===== src/rtl/rv32_issue_scoreboard.sv =====
// rv32_issue_scoreboard: decode-stage issue scheduler.
// Tracks in-flight writes from multi-cycle units (MEM, MUL, GRNG) with one
// countdown per architectural register, and stalls decode on RAW, WAW and
// GRNG occupancy hazards.
// Optional feature macro: RV32_SB_FORWARDING_EN. When it is defined, results
// are consumed on the bypass path, so WB_DELAY is not added to latencies and
// ALU results never mark a register busy.
module rv32_issue_scoreboard #(
  parameter int LAT_MEM  = 2,
  parameter int LAT_MUL  = 3,
  parameter int LAT_GRNG = 4,
  parameter int GRNG_OCC = 4,
  parameter int WB_DELAY = 2
) (
  input  logic        clk,
  input  logic        rst,
  input  logic        id_valid,
  input  logic [2:0]  id_use_rs,
  input  logic [4:0]  id_rs1,
  input  logic [4:0]  id_rs2,
  input  logic [4:0]  id_rd,
  input  logic        id_register_wb,
  input  logic [1:0]  id_lat_class,
  input  logic        id_grng_use,
  input  logic        pipe_hold,
  input  logic        flush,
  output logic        id_stall,
  output logic        issue,
  output logic [31:0] busy_vec,
  output logic        grng_busy
);

`ifdef RV32_SB_FORWARDING_EN
  localparam int LAT_ADD = 0;
`else
  localparam int LAT_ADD = WB_DELAY;
`endif

  localparam int MAX_MM  = (LAT_MEM > LAT_MUL) ? LAT_MEM : LAT_MUL;
  localparam int MAX_RAW = (MAX_MM > LAT_GRNG) ? MAX_MM : LAT_GRNG;
  localparam int MAX_L   = MAX_RAW + LAT_ADD;
  localparam int CNT_W   = (MAX_L < 1) ? 1 : $clog2(MAX_L + 1);
  localparam int G_W     = (GRNG_OCC < 1) ? 1 : $clog2(GRNG_OCC + 1);

  logic [CNT_W-1:0] cnt_q [1:31];
  logic [CNT_W-1:0] cnt_d [1:31];
  logic [G_W-1:0]   grng_cnt_q;
  logic [G_W-1:0]   grng_cnt_d;
  logic [CNT_W-1:0] lat_eff;
  logic             raw;
  logic             waw;
  logic             structural;
  logic             hazard;

  // x0 never has an in-flight write, so its busy bit is hard-wired low;
  // this also makes every "index != 0" check implicit in the lookups below.
  assign busy_vec[0] = 1'b0;
  generate
    for (genvar gi = 1; gi < 32; gi++) begin : g_busy
      assign busy_vec[gi] = (cnt_q[gi] != '0);
    end
  endgenerate

  assign grng_busy = (grng_cnt_q != '0);

  // Effective latency loaded into the destination counter on issue.
  always_comb begin
    lat_eff = CNT_W'(LAT_ADD);
    case (id_lat_class)
      2'd1:    lat_eff = CNT_W'(LAT_MEM + LAT_ADD);
      2'd2:    lat_eff = CNT_W'(LAT_MUL + LAT_ADD);
      2'd3:    lat_eff = CNT_W'(LAT_GRNG + LAT_ADD);
      default: lat_eff = CNT_W'(LAT_ADD);
    endcase
  end

  // Hazard detection and the issue/stall handshake toward decode and EX.
  // Issue is also blocked while reset is held so nothing leaves decode then.
  always_comb begin
    raw = (id_use_rs[0] & busy_vec[id_rs1]) |
          (id_use_rs[1] & busy_vec[id_rs2]) |
          (id_use_rs[2] & busy_vec[id_rd]);
    waw        = id_register_wb & busy_vec[id_rd];
    structural = id_grng_use & grng_busy;
    hazard     = id_valid & (raw | waw | structural);
    id_stall   = (hazard & ~flush) | pipe_hold;
    issue      = id_valid & ~hazard & ~flush & ~pipe_hold & ~rst;
  end

  // Next-state for all countdowns: load on issue (wins over decrement),
  // otherwise count down to zero; everything frozen under pipe_hold.
  always_comb begin
    for (int r = 1; r < 32; r++) begin
      cnt_d[r] = cnt_q[r];
      if (!pipe_hold) begin
        if (issue && id_register_wb && (id_rd == 5'(r))) begin
          cnt_d[r] = lat_eff;
        end else if (cnt_q[r] != '0) begin
          cnt_d[r] = cnt_q[r] - 1'b1;
        end
      end
    end
    grng_cnt_d = grng_cnt_q;
    if (!pipe_hold) begin
      if (issue && id_grng_use) begin
        grng_cnt_d = G_W'(GRNG_OCC);
      end else if (grng_cnt_q != '0) begin
        grng_cnt_d = grng_cnt_q - 1'b1;
      end
    end
  end

  // Counter registers with asynchronous clear.
  always_ff @(posedge clk or posedge rst) begin
    if (rst) begin
      for (int r = 1; r < 32; r++) begin
        cnt_q[r] <= '0;
      end
      grng_cnt_q <= '0;
    end else begin
      for (int r = 1; r < 32; r++) begin
        cnt_q[r] <= cnt_d[r];
      end
      grng_cnt_q <= grng_cnt_d;
    end
  end

endmodule


===== config.mk =====
export PLATFORM = sky130hd
export DESIGN_NAME = rv32_issue_scoreboard
export DESIGN_NICKNAME = d
export VERILOG_FILES = /design/src/rtl/rv32_issue_scoreboard.sv
export SDC_FILE = /design/constraint.sdc
export NUM_CORES = 1
export LEC_CHECK = 0
export CELL_PAD_IN_SITES_DETAIL_PLACEMENT = 0
export CELL_PAD_IN_SITES_GLOBAL_PLACEMENT = 1
export CORE_MARGIN = 3
export CORE_UTILIZATION = 45
export DETAILED_ROUTE_END_ITERATION = 8
export GPL_TIMING_DRIVEN = 0
export PLACE_DENSITY_LB_ADDON = 0.1
export RECOVER_POWER = 100
export SLEW_MARGIN = 20
export SYNTH_ARGS = -nofsm -noshare
export SYNTH_HDL_FRONTEND = slang
export SYNTH_SLANG_ARGS = --single-unit

===== constraint.sdc =====
create_clock -name clk -period 4.36 [get_ports clk]
set_input_delay 1.09 -clock clk [delete_from_list [all_inputs] [get_ports clk]]
set_output_delay 1.09 -clock clk [all_outputs]
set_load 0.05 [all_outputs]

Word level (Yosys, flattened, before mapping). Cells that the tools add are included.

Add/sub/neg operators: 32. $mul: 0. Divide/modulo/power cells: 0. Magnitude comparators: 3. Equal/unequal tests: 34. Shift operators: 0. Mux-type cells: 71. Bitwise operators: 20. Reduce and logical (&&, ||, !) cells: 129.

Operators with widths (number): $mux 3 (64); $reduce_bool 3->1 (32); $sub 3x1->3 const B (32); $eq 5x5->1 const B (16); $reduce_and 2->1 (32); $reduce_bool 2->1 (32); $eq 5x4->1 const B (8); $logic_and 1x1->1 (33); $eq 5x3->1 const B (4); $lt 5x6->1 const B (3); $bmux 1 s5 (3); $and 1x1->1 (11); $eq 5x2->1 const B (2); $pmux 3 s3 (1); $eq 5x1->1 const B (1); $or 1x1->1 (5); $eq 2x2->1 const B (2); $not 1->1 (4); $mux 1 (3); $eq 2x1->1 const B (1).

Flip-flop bits (word level): 96. Latch bits: 0. Bits in writable memories: 0. ROM bits: 0. Output and inout port bits: 35. Memories kept: 0.

Longest topological paths before layout.
Depth after elaboration: 18. Mapped depth: 13. Gate-level depth less buffers: 11.

Least setup slack after synthesis. OpenSTA, ideal clock, no wires.

Path kind: input -> output. Start: input port id_rd[0]. End: output port id_stall. Data arrival time: 3.554 ns. Data required time: 3.270 ns. Slack: -0.284 ns. Stages: 8. Buffers on the path: 1. Path through: clkbuf_1 -> or2_1 -> nor2_1 -> o311a_1 -> o31a_1 -> nand4b_4 -> nor2_1 -> o21ai_0.

Longest elaborated chain between the ends: 9. Elaborated cells between the ends (all ways): 10. Those cells by class: mux: 2; bitwise: 8.

RTL lines: start: declaration (RTL line 21) `input logic [4:0] id_rd,`; $bmux 1 s5 (*) (RTL line 82, 83); $mux 1 (implied by the code) (*) (RTL line 82, 83); $and 1x1->1 (RTL line 82) `(id_use_rs[2] & busy_vec[id_rd]);`; $or 1x1->1 (RTL line 81) `(id_use_rs[1] & busy_vec[id_rs2]) |`; $or 1x1->1 (*) (2 in series) (RTL line 85) `hazard = id_valid & (raw | waw | structural);`; $and 1x1->1 (*) (RTL line 85); $and 1x1->1 (*) (RTL line 86) `id_stall = (hazard & ~flush) | pipe_hold;`; $or 1x1->1 (*) (RTL line 86); end: declaration (RTL line 27) `output logic id_stall,`.

Mark *: on every way between the ends. The rest lies on a longest branch, timed or not. The select of a mux whose other input is x is not followed.

Worst setup path after layout.
Start: input port id_rs2[2]. End: output port issue.

Longest elaborated chain between the ends: 13.

RTL lines: start: declaration (RTL line 20) `input logic [4:0] id_rs2,`; $bmux 1 s5 (RTL line 81); $mux 1 (implied by the code) (RTL line 81); $and 1x1->1 (RTL line 81); $or 1x1->1 (RTL line 80) `raw = (id_use_rs[0] & busy_vec[id_rs1]) |`; $or 1x1->1 (RTL line 81); $or 1x1->1 (2 in series) (RTL line 85); $and 1x1->1 (RTL line 85); $not 1->1 (RTL line 87) `issue = id_valid & ~hazard & ~flush & ~pipe_hold & ~rst;`; $and 1x1->1 (4 in series) (RTL line 87); end: declaration (RTL line 28) `output logic issue,`.

Every way passes these cells. The select of a mux whose other input is x is not followed.

==> results.toml <==
[logic_synthesis]
synth_cells = 925
yosysUniqueCellTypes = 65
syn_nets = 1018
synth-main-ff-cell = "dfrtp_1"
ys_ff_latch = 96
synth_area_sq_um = 7810
postSynthAreaPerCell_sq_um = 8.44
yosys_warnings = 0
synth-edff-count = 0
async_flop_share_pct = 100
ys_seq_area_share_pct = 30.8

[drt]
routed_wl_microns = 29100
drc = 0
vias_per_cell = 6.30
drt_pass1_iterations = 5
vias = 7760
wire_per_inst_microns = 23.7
drt_iter0_markers = 671
ant_nets = 0

[grt]
antenna_found_initial = 0
grt-ovfl-total = 0
grt_pass1_wl_microns = 44100
grt.met3_usage_pct = 6.87
met2_usage_pct = 47.5
grt_usage_pct = 31.5
top_usage_layer = "met2"
met1_usage_pct = 44.7
grt_pass1_vias = 7214
grt_max_degree = 54

[cts]
clkTransAtPathRegs_ns = 0.07
clock_path_buffers = 2
cts_root_buf = "clkbuf_16"
cts_tree = "yes"
cts_hold_buf = 0
clock-sinks = 96
h-tree-depth = 3
insertion_delay_ns = 0.36
cts_inserted_buffers = 9

[sta]
setup_viol = 0
setup_ws_ns = 0.00640
maxSlewViolCount = 53
skew_ns = 0.00520
hold_viol = 0
clock.fmax_mhz = 230
whs_ns = 0.495
setup_tns_ns = 0
worstMarginPinSlew_ns = 2.28
period_needed_ns = 4.35
slew-limit-headroom_pct = -52.2
timing.final.crit_share_pct = 99.9

[floorplanning]
dieArea_sq_um = 19000
io-pin-count = 62
start_util_pct = 46.6
die_w_microns = 138
fp.coreArea_sq_um = 16800
core.rowCount = 47
die_y_microns = 138

[layout]
final_common_cell = "dfrtp_1"
fin_nets = 1099
fillCellCount = 1623
drive_gt1_share_pct = 11.1
fin_area_sq_um = 9160
layout_common_cells = "dfrtp_1 (96), nor2_1 (78), inv_1 (73)"
areaGrowthSynthToFinish_pct = 17.4

[placement]
preCtsSetupSlack_ns = -1.57
place_area_sq_um = 8690
gp_congestion = 0.995
io_buffers = 57
dp_hpwl_microns = 21500

[critical_path]
cp_max_fo = 3
worstPathRequired_ns = 3.27
crit_arrival_ns = 3.26
endpoint_kind = "primary output"
path_class = "in -> out"
critPathLaunchType = "primary input"

[power_and_ir_drop]
total_power_mw = 5.53
max-vdd-ir-drop_mv = 0.311
p_per_area_nw_per_um2 = 604
leakagePower_nw = 3.73

[run_status]
violations = "max-capacitance violations, max-slew violations"
status = "finished with violations"

[min_path]
hp-class = "reg -> reg"

[flow_run]
cap_violations = 1
per-layer routing:
layer / part of all wire [%] / up-vias
li1: - / 3579
met1: 45 / 3773
met2: 44 / 354
met3: 8.6 / 54
met4: 2.9 / 0
met5: 0 / -
through the flow:
stage | instances | util, %
2_1_floorplan | 925 | -
3_3_place_gp | 1202 | 51.6
3_5_place_dp | 1203 | 51.8
4_1_cts | 1225 | 54.3
5_1_grt | 1230 | 54.7
6_report | 1231 | 54.7
final timing paths:
| kind | startpoint | endpoint | slack [ns] | cells after the start |
|---|---|---|---|---|
| setup / recovery | id_rs2[2] | issue | 0.006 | 9 |
| hold / removal | cnt_q[36] | cnt_q[36] | 0.50 | 1 |
| max in group asynchronous | rst | cnt_q[8] | 1.06 | 2 |
| setup reg to reg | cnt_q[84] | cnt_q[25] | 0.48 | 11 |
| hold reg to reg | cnt_q[36] | cnt_q[36] | 0.50 | 1 |
| min in group asynchronous | rst | cnt_q[51] | 1.97 | 2 |
cells by family after synthesis:
kind of cell	share of synthesized area, %
compound gates	26.7
xor+xnor	0.224
fa+ha+maj	10.6
buf+inv	7.57
flops	30.8
mux	3.70
other cells	0.0480
simple gates	20.4
where the power goes:
part | switching, mW | total [mW] | internal [mW]
Sequential | 0.348 | 1.69 | 1.34
Combinational | 1.84 | 3.08 | 1.24
Clock | 0.366 | 0.766 | 0.400
Total | 2.55 | 5.53 | 2.99
state kept, by name (all words and copies together), names as in the netlist:
name / cells
grng_cnt_q: 3
cnt_q: 93
timing repair:
| action | CTS | global route |
|---|---|---|
| buffers inserted | 6 | 5 |
| gates resized for setup | 66 | 18 |
| pin swaps | 2 | 4 |
| setup endpoints to repair | 24 | 2 |
| cloned | 1 | 0 |
layout make-up:
cell class | instances | area [sq um] | area share (%)
Multi-Input combinational cell | 683 | 4880 | 53.3
Clock buffer | 12 | 246 | 2.69
Buffer | 71 | 379 | 4.14
Inverter | 75 | 285 | 3.11
Clock inverter | 3 | 18.8 | 0.205
Antenna cell | 1 | 2.50 | 0.0273
Tap cell | 220 | 275 | 3.00
Sequential cell | 96 | 2400 | 26.2
Timing Repair Buffer | 70 | 672 | 7.33
Yosys cell counts, types with 15 or more instances:
| cell type | count | area, sq um |
|---|---|---|
| dfrtp_1 | 96 | 2400 |
| nor2_1 | 80 | 300 |
| inv_1 | 74 | 278 |
| o21ai_0 | 69 | 345 |
| ha_1 | 66 | 826 |
| a211oi_1 | 58 | 435 |
| nand3_1 | 51 | 255 |
| clkbuf_1 | 46 | 173 |
| nand2b_1 | 42 | 263 |
| a311oi_1 | 39 | 342 |
| nand2_1 | 36 | 135 |
| a31oi_1 | 33 | 206 |
| a21boi_0 | 29 | 218 |
| a21oi_1 | 24 | 120 |
| buf_2 | 19 | 95.1 |
| nor3_1 | 16 | 80.1 |
| nand3b_1 | 15 | 113 |
worst max-delay path: stages:
cell           delay [ns]
dlygate4sd2_1        0.30
or3b_2               0.47
a21oi_1              0.20
o22ai_1              0.12
a22o_1               0.25
a21bo_1              0.20
or3_4                0.36
clkinvlp_4           0.12
buf_8                0.15
No activity file was read; power rests on OpenSTA's default activity.
